==> config.mk <==
export PLATFORM = sky130hd
export DESIGN_NAME = f_bpred_npc_flat
export DESIGN_NICKNAME = d
export VERILOG_FILES = /design/src/rtl/f_bpred_npc_pkg.sv /design/src/rtl/f_bpred_npc_if.sv /design/src/rtl/f_btb.sv /design/src/rtl/f_bpred_npc.sv /design/src/flat_wrapper.sv
export SDC_FILE = /design/constraint.sdc
export NUM_CORES = 2
export LEC_CHECK = 0
export ABC_AREA = 0
export CAP_MARGIN = 10
export CORE_MARGIN = 3
export CORE_UTILIZATION = 35
export CTS_CLUSTER_DIAMETER = 150
export DETAILED_ROUTE_END_ITERATION = 12
export SLEW_MARGIN = 0
export SYNTH_ARGS = -nofsm -noshare
export SYNTH_HDL_FRONTEND = slang
export SYNTH_SLANG_ARGS = --single-unit
export TNS_END_PERCENT = 1
==> constraint.sdc <==
create_clock -name clk -period 36.3 [get_ports clk]
set_input_delay 5.445 -clock clk [delete_from_list [all_inputs] [get_ports clk]]
set_output_delay 5.445 -clock clk [all_outputs]
set_load 0.01 [all_outputs]
==> src/rtl/f_bpred_npc_pkg.sv <==
// Shared definitions for the fetch-stage branch predictor: 2-bit counter
// encodings and the saturating counter update.
package f_bpred_npc_pkg;

    typedef logic [1:0] bp_ctr_t;

    localparam bp_ctr_t BP_SNT = 2'b00;
    localparam bp_ctr_t BP_WNT = 2'b01;
    localparam bp_ctr_t BP_WT  = 2'b10;
    localparam bp_ctr_t BP_ST  = 2'b11;

    function automatic bp_ctr_t ctr_next(input bp_ctr_t ctr, input logic taken);
        if (taken)
            return (ctr == BP_ST) ? BP_ST : bp_ctr_t'(ctr + 2'd1);
        else
            return (ctr == BP_SNT) ? BP_SNT : bp_ctr_t'(ctr - 2'd1);
    endfunction

endpackage

==> src/rtl/f_bpred_npc_if.sv <==
// Fetch/execute bus of the next-PC generator: fetch lookup, E-stage resolve
// inputs and the predictor outputs.
interface f_bpred_npc_if #(parameter int CNT_W = 32);

    logic             f_en;
    logic [31:0]      f_pc;
    logic             f_bp_taken;
    logic [31:0]      f_bp_target;
    logic [31:0]      npc;
    logic             redirect;
    logic             e_valid;
    logic             e_is_br;
    logic [31:0]      e_pc;
    logic             e_taken;
    logic [31:0]      e_target;
    logic             e_pred_taken;
    logic [31:0]      e_pred_target;
    logic [CNT_W-1:0] br_cnt;
    logic [CNT_W-1:0] mis_cnt;

    modport master (
        output f_en, f_pc, e_valid, e_is_br, e_pc, e_taken, e_target,
               e_pred_taken, e_pred_target,
        input  f_bp_taken, f_bp_target, npc, redirect, br_cnt, mis_cnt
    );

    modport slave (
        input  f_en, f_pc, e_valid, e_is_br, e_pc, e_taken, e_target,
               e_pred_taken, e_pred_target,
        output f_bp_taken, f_bp_target, npc, redirect, br_cnt, mis_cnt
    );

endinterface

==> src/rtl/f_btb.sv <==
// Direct-mapped branch target buffer: combinational lookup port, synchronous
// update port. A same-index lookup and update sees the pre-update contents.
module f_btb
    import f_bpred_npc_pkg::*;
#(
    parameter int IDX_W = 4,
    parameter int TAG_W = 8
) (
    input  logic             clk,
    input  logic             reset,
    input  logic [IDX_W-1:0] rd_idx,
    input  logic [TAG_W-1:0] rd_tag,
    output logic             rd_hit,
    output logic             rd_taken,
    output logic [31:0]      rd_target,
    input  logic             wr_en,
    input  logic [IDX_W-1:0] wr_idx,
    input  logic [TAG_W-1:0] wr_tag,
    input  logic             wr_taken,
    input  logic [31:0]      wr_target
);

    localparam int DEPTH = 1 << IDX_W;

    logic [DEPTH-1:0] valid_mem;
    logic [TAG_W-1:0] tag_mem [DEPTH];
    logic [31:0]      tgt_mem [DEPTH];
    bp_ctr_t          ctr_mem [DEPTH];

    logic wr_hit;

    always_comb begin
        rd_hit    = valid_mem[rd_idx] && (tag_mem[rd_idx] == rd_tag);
        rd_taken  = rd_hit && ctr_mem[rd_idx][1];
        rd_target = rd_hit ? tgt_mem[rd_idx] : 32'h0;
        wr_hit    = valid_mem[wr_idx] && (tag_mem[wr_idx] == wr_tag);
    end

    // Hits train the counter; only taken misses allocate, starting weakly taken.
    always_ff @(posedge clk or posedge reset) begin
        if (reset) begin
            valid_mem <= '0;
            for (int i = 0; i < DEPTH; i++) begin
                tag_mem[i] <= '0;
                tgt_mem[i] <= '0;
                ctr_mem[i] <= BP_WNT;
            end
        end else if (wr_en) begin
            if (wr_hit) begin
                ctr_mem[wr_idx] <= ctr_next(ctr_mem[wr_idx], wr_taken);
                if (wr_taken)
                    tgt_mem[wr_idx] <= wr_target;
            end else if (wr_taken) begin
                valid_mem[wr_idx] <= 1'b1;
                tag_mem[wr_idx]   <= wr_tag;
                tgt_mem[wr_idx]   <= wr_target;
                ctr_mem[wr_idx]   <= BP_WT;
            end
        end
    end

endmodule

==> src/rtl/f_bpred_npc.sv <==
// Fetch-stage next-PC generator: BTB prediction applied after the delay slot,
// E-stage mispredict redirect, and resolve/mispredict statistics.
module f_bpred_npc
    import f_bpred_npc_pkg::*;
#(
    parameter int IDX_W = 4,
    parameter int TAG_W = 8,
    parameter int CNT_W = 32
) (
    input logic          clk,
    input logic          reset,
    f_bpred_npc_if.slave bus
);

    localparam int TAG_LO = IDX_W + 2;
    localparam int TAG_HI = IDX_W + TAG_W + 1;

    logic        res;
    logic        mis;
    logic [31:0] fix_pc;
    logic        pend_v;
    logic [31:0] pend_pc;
    logic        hold_v;
    logic [31:0] hold_pc;
    logic        btb_hit;

    f_btb #(.IDX_W(IDX_W), .TAG_W(TAG_W)) u_btb (
        .clk       (clk),
        .reset     (reset),
        .rd_idx    (bus.f_pc[IDX_W+1:2]),
        .rd_tag    (bus.f_pc[TAG_HI:TAG_LO]),
        .rd_hit    (btb_hit),
        .rd_taken  (bus.f_bp_taken),
        .rd_target (bus.f_bp_target),
        .wr_en     (res),
        .wr_idx    (bus.e_pc[IDX_W+1:2]),
        .wr_tag    (bus.e_pc[TAG_HI:TAG_LO]),
        .wr_taken  (bus.e_taken),
        .wr_target (bus.e_target)
    );

    always_comb begin
        res = bus.e_valid && bus.e_is_br;
        mis = res && ((bus.e_taken != bus.e_pred_taken) ||
                      (bus.e_taken && (bus.e_target != bus.e_pred_target)));
        fix_pc = bus.e_taken ? bus.e_target : bus.e_pc + 32'd8;
        bus.redirect = mis || hold_v;
        if (mis)
            bus.npc = fix_pc;
        else if (hold_v)
            bus.npc = hold_pc;
        else if (pend_v)
            bus.npc = pend_pc;
        else
            bus.npc = bus.f_pc + 32'd4;
    end

    // The prediction of a fetched branch waits here while its delay slot is fetched.
    always_ff @(posedge clk or posedge reset) begin
        if (reset) begin
            pend_v  <= 1'b0;
            pend_pc <= 32'h0;
        end else if (bus.redirect) begin
            pend_v <= 1'b0;
        end else if (bus.f_en) begin
            pend_v  <= bus.f_bp_taken;
            pend_pc <= bus.f_bp_target;
        end
    end

    // A mispredict during a stall is remembered until fetch can advance to it.
    always_ff @(posedge clk or posedge reset) begin
        if (reset) begin
            hold_v  <= 1'b0;
            hold_pc <= 32'h0;
        end else if (bus.f_en) begin
            hold_v <= 1'b0;
        end else if (mis) begin
            hold_v  <= 1'b1;
            hold_pc <= fix_pc;
        end
    end

    always_ff @(posedge clk or posedge reset) begin
        if (reset) begin
            bus.br_cnt  <= '0;
            bus.mis_cnt <= '0;
        end else begin
            if (res && (bus.br_cnt != '1))
                bus.br_cnt <= bus.br_cnt + CNT_W'(1);
            if (mis && (bus.mis_cnt != '1))
                bus.mis_cnt <= bus.mis_cnt + CNT_W'(1);
        end
    end

endmodule

==> src/flat_wrapper.sv <==
// flat-port wrapper written by rule: the top's interface ports become plain ports
module f_bpred_npc_flat import f_bpred_npc_pkg::*;
#(
    parameter int IDX_W = 4,
    parameter int TAG_W = 8,
    parameter int CNT_W = 32
)
  (clk, reset, bus_f_en, bus_f_pc, bus_e_valid, bus_e_is_br, bus_e_pc, bus_e_taken, bus_e_target, bus_e_pred_taken, bus_e_pred_target, bus_f_bp_taken, bus_f_bp_target, bus_npc, bus_redirect, bus_br_cnt, bus_mis_cnt);
  f_bpred_npc_if #(.CNT_W(CNT_W)) bus_i ();
  input logic clk;
  input logic reset;
  input wire logic [$bits(bus_i.f_en)-1:0] bus_f_en;
  input wire logic [$bits(bus_i.f_pc)-1:0] bus_f_pc;
  input wire logic [$bits(bus_i.e_valid)-1:0] bus_e_valid;
  input wire logic [$bits(bus_i.e_is_br)-1:0] bus_e_is_br;
  input wire logic [$bits(bus_i.e_pc)-1:0] bus_e_pc;
  input wire logic [$bits(bus_i.e_taken)-1:0] bus_e_taken;
  input wire logic [$bits(bus_i.e_target)-1:0] bus_e_target;
  input wire logic [$bits(bus_i.e_pred_taken)-1:0] bus_e_pred_taken;
  input wire logic [$bits(bus_i.e_pred_target)-1:0] bus_e_pred_target;
  output wire logic [$bits(bus_i.f_bp_taken)-1:0] bus_f_bp_taken;
  output wire logic [$bits(bus_i.f_bp_target)-1:0] bus_f_bp_target;
  output wire logic [$bits(bus_i.npc)-1:0] bus_npc;
  output wire logic [$bits(bus_i.redirect)-1:0] bus_redirect;
  output wire logic [$bits(bus_i.br_cnt)-1:0] bus_br_cnt;
  output wire logic [$bits(bus_i.mis_cnt)-1:0] bus_mis_cnt;
  assign bus_i.f_en = bus_f_en;
  assign bus_i.f_pc = bus_f_pc;
  assign bus_i.e_valid = bus_e_valid;
  assign bus_i.e_is_br = bus_e_is_br;
  assign bus_i.e_pc = bus_e_pc;
  assign bus_i.e_taken = bus_e_taken;
  assign bus_i.e_target = bus_e_target;
  assign bus_i.e_pred_taken = bus_e_pred_taken;
  assign bus_i.e_pred_target = bus_e_pred_target;
  assign bus_f_bp_taken = bus_i.f_bp_taken;
  assign bus_f_bp_target = bus_i.f_bp_target;
  assign bus_npc = bus_i.npc;
  assign bus_redirect = bus_i.redirect;
  assign bus_br_cnt = bus_i.br_cnt;
  assign bus_mis_cnt = bus_i.mis_cnt;
  f_bpred_npc #(.IDX_W(IDX_W), .TAG_W(TAG_W), .CNT_W(CNT_W)) u_core (.clk(clk), .reset(reset), .bus(bus_i));
endmodule
==> impl_metrics.env <==
export IMPL_status="complete, no violations"
export IMPL_cell_internal_pwr_mw=1.79
export IMPL_synth_top_family_by_area="multiplexers"
export IMPL_crit_required_ns=30.85
export IMPL_ys_flop_type="dfrtp_1"
export IMPL_worst_pin_slew_ns=1.20
export IMPL_die_h_um=348
export IMPL_dieArea_sq_mm=0.121
export IMPL_pre_cts_slack_ns=20.25
export IMPL_holdWs_ns=0.472
export IMPL_area_growth_pct=17.8
export IMPL_fin_cells=4902
export IMPL_timing_rr_end="u_core.u_btb.tag_mem[1]"
export IMPL_netlist_instances=3135
export IMPL_remaining_drc_errors=0
export IMPL_grt_ovfl_total=0
export IMPL_worstSetupStartpointType="primary input"
export IMPL_ys_seq_area_share_pct=50.1
export IMPL_htree_levels=3
export IMPL_synth_compound_area_share_pct=3.63
export IMPL_grt_setup_unrepaired="false"
export IMPL_synthAdderAreaFrac_pct=0.171
export IMPL_fin_ws_ns=20.31
export IMPL_hold_class="reg2reg"
export IMPL_r2r_setup_slack_ns=32.32
export IMPL_fin_crit_ns=15.99
export IMPL_die_w_um=348
export IMPL_final_common_cell="dfrtp_1"
export IMPL_setup_viol_count_final=0
export IMPL_grt_total_usage_pct=22.0
export IMPL_cp_slowest_stage_delay_ns=0.79
export IMPL_muxShareOfSynthArea_pct=31.8
export IMPL_syn_area_per_cell_sq_um=13.1
export IMPL_r2r_start="u_core.u_btb.tag_mem[9]"
export IMPL_cts_hold_buf=0
export IMPL_wirelength_um=134000
export IMPL_switching_share_pct=26.6
export IMPL_vias=27500
export IMPL_post_dp_cell_area_sq_mm=0.0451
export IMPL_netlist_area_sq_mm=0.0409
export IMPL_cts_root_buf="clkbuf_16"
export IMPL_finClkSkew_ns=0.0691
export IMPL_initial_utilization_pct=35.6
export IMPL_leakagePower_nw=21.6
export IMPL_clockPowerShare_pct=39.1
export IMPL_io_pins=265
export IMPL_synth_xor_area_share_pct=3.27
export IMPL_path_max_fanout=63
export IMPL_min_period_over_period_pct=44.1
export IMPL_min_delay_path_depth=2
export IMPL_synth_net_count=3274
export IMPL_antenna_found_initial=21
export IMPL_clockBufferDepth=3
export IMPL_dp_cells=4733
export IMPL_max_freq_ghz=0.0625
export IMPL_yosys_area_share_simple_pct=8.06
export IMPL_max_slew_margin_pct=19.4
export IMPL_wl_per_cell_um=27.2
export IMPL_clock_latency_ns=0.70
export IMPL_whs_endpoint="u_core.u_btb.tgt_mem[164]"
export IMPL_power_switching_uw=648
export IMPL_cts_tree="done"
export IMPL_rows=124
export IMPL_min_from="u_core.u_btb.tgt_mem[164]"
export IMPL_p_seq_share_pct=45.3
export IMPL_grt_pass1_wl_um=198000
export IMPL_layout_nets=3453
export IMPL_coreArea_sq_mm=0.115
export IMPL_grt_pass1_vias=28000
export IMPL_post_cts_buffers=0
export IMPL_cts_resized=0
export IMPL_dpl_hpwl_um=86600
export IMPL_layout_drive_gt1_share_pct=33.1
export IMPL_cts_sinks=818
export IMPL_path_cells="buf_8, buf_4, mux4_2, mux4_2, xnor2_1, nand4_1, nor2_4, buf_4, and3_1, clkdlybuf4s50_1"
export IMPL_power_density_mw_per_mm2=50.6
export IMPL_final_hold_violation_count=0
export IMPL_irDropWorstVdd_mv=0.0370
export IMPL_worst_ep_arrival_time_ns=10.55
export IMPL_initialDrtViolationCount=2302
export IMPL_final_core_util_pct=41.9
export IMPL_vias_per_cell=5.61
export IMPL_cts_buffers_inserted=91
export IMPL_synthArstFlopShare_pct=100
export IMPL_ys_ff_latch=818
export IMPL_yosys_warnings=0
export IMPL_comb_power_share_pct=15.6
export IMPL_synth_edf_count=0
export IMPL_grt_max_degree=96
export IMPL_setup_tns_ns=0
export IMPL_reg2regPathDepth=8
export IMPL_drtAntennaViolNets=0
export IMPL_gp_congestion=0.922
export IMPL_report_final_slew_viol_count=0
export IMPL_critical_path_class="in2out"
export IMPL_layout_common_cells="800 x dfrtp_1, 543 x mux2_2, 330 x nand2_1"
export IMPL_firstDrtPassIters=6
export IMPL_power_mw=2.44
export IMPL_crit_path_end_kind="output pin"
export IMPL_slowest_stage="buf_4"
export IMPL_final_cell_area_sq_mm=0.0482
export IMPL_path_clk_slew_ns=0.06
export IMPL_portBuffers=264
export IMPL_yosysUniqueCellTypes=64
export IMPL_drv_cap=0
-- power groups by stage --
stage / sequential (mW) / clock, mW / combinational (mW)
finish: 1.10 / 0.953 / 0.381
detailed placement: 1.12 / 0 / 0.383
floorplan: 1.10 / 0 / 0.263
global route: 1.12 / 1.01 / 0.412
CTS: 1.10 / 0.971 / 0.384
global placement: 1.11 / 0 / 0.376
-- state kept, by name, summed over array words and instances, names as in the netlist --
register	count
u_core.bus.mis_cnt	32
u_core.u_btb.valid_mem	16
u_core.u_btb.tgt_mem	512
u_core.hold_v	1
u_core.u_btb.ctr_mem	32
u_core.pend_v	1
u_core.bus.br_cnt	32
u_core.u_btb.tag_mem	128
u_core.hold_pc	32
u_core.pend_pc	32
-- critical path: cells and delay by family --
family | cells | cell delay, ns
and+or+nand+nor | 3 | 1.23
xor gates and xnor gates | 1 | 0.39
buffers and inverters | 4 | 2.31
muxes | 2 | 1.09
-- worst max path at each step --
stage | endpoint | depth (start not counted) | slack [ns] | start
2_1_floorplan | u_core.bus.br_cnt[0] | 1 | 7.91 | reset
3_3_place_gp | bus_f_bp_target[0] | 10 | 20.31 | bus_f_pc[2]
3_5_place_dp | bus_f_bp_target[0] | 10 | 20.25 | bus_f_pc[2]
4_1_cts | bus_f_bp_target[0] | 10 | 20.24 | bus_f_pc[2]
5_1_grt | bus_f_bp_target[0] | 10 | 20.13 | bus_f_pc[2]
6_report | bus_f_bp_target[0] | 10 | 20.31 | bus_f_pc[2]
-- synth_stat cells, drive strengths merged, types with 37 or more instances --
cell    count  area share, %
mux4      253             14
nand2     343            3.2
clkbuf    194            1.8
dfrtp     802             49
buf        64           0.77
xnor2      97            2.1
o21ai      71           0.87
and3       58           0.89
nor2      113            1.1
mux2      623             17
xor2       55            1.2
inv        49           0.45
nand3      45           0.55
nand4      37           0.57
a21oi      91            1.2
-- area by class of cell --
cell class	count	area, sq um
diodes	4	10.0
clock buffers	129	2590
clock inverters	36	493
fillers	10700	66900
inverters	52	203
multi-input cells	2007	19300
flip-flops and latches	818	20500
well taps	1512	1890
repair buffers	344	3230
-- kinds of logic (layout without fill, tap and decap cells) --
group                    after synthesis  count (layout)
multiplexers                         906             906
flip-flops                           818             818
AND/OR/NAND/NOR                      705             705
buffers and inverters                310             561
AO/OA/AOI/OAI                        238             238
XOR/XNOR                             152             152
adder cells (fa/ha/maj)                6               6
other                                  0               4
-- per-layer routing --
layer	routed length (um)	part of all wire, %	track usage, %	vias up
met5	84	0.063	0	-
met4	3790	2.8	6.09	12
met3	10800	8.1	5.41	200
met2	61200	46	34.7	950
met1	57700	43	30.4	14700
li1	-	-	-	11700
Power figures use the tool's default switching activity.
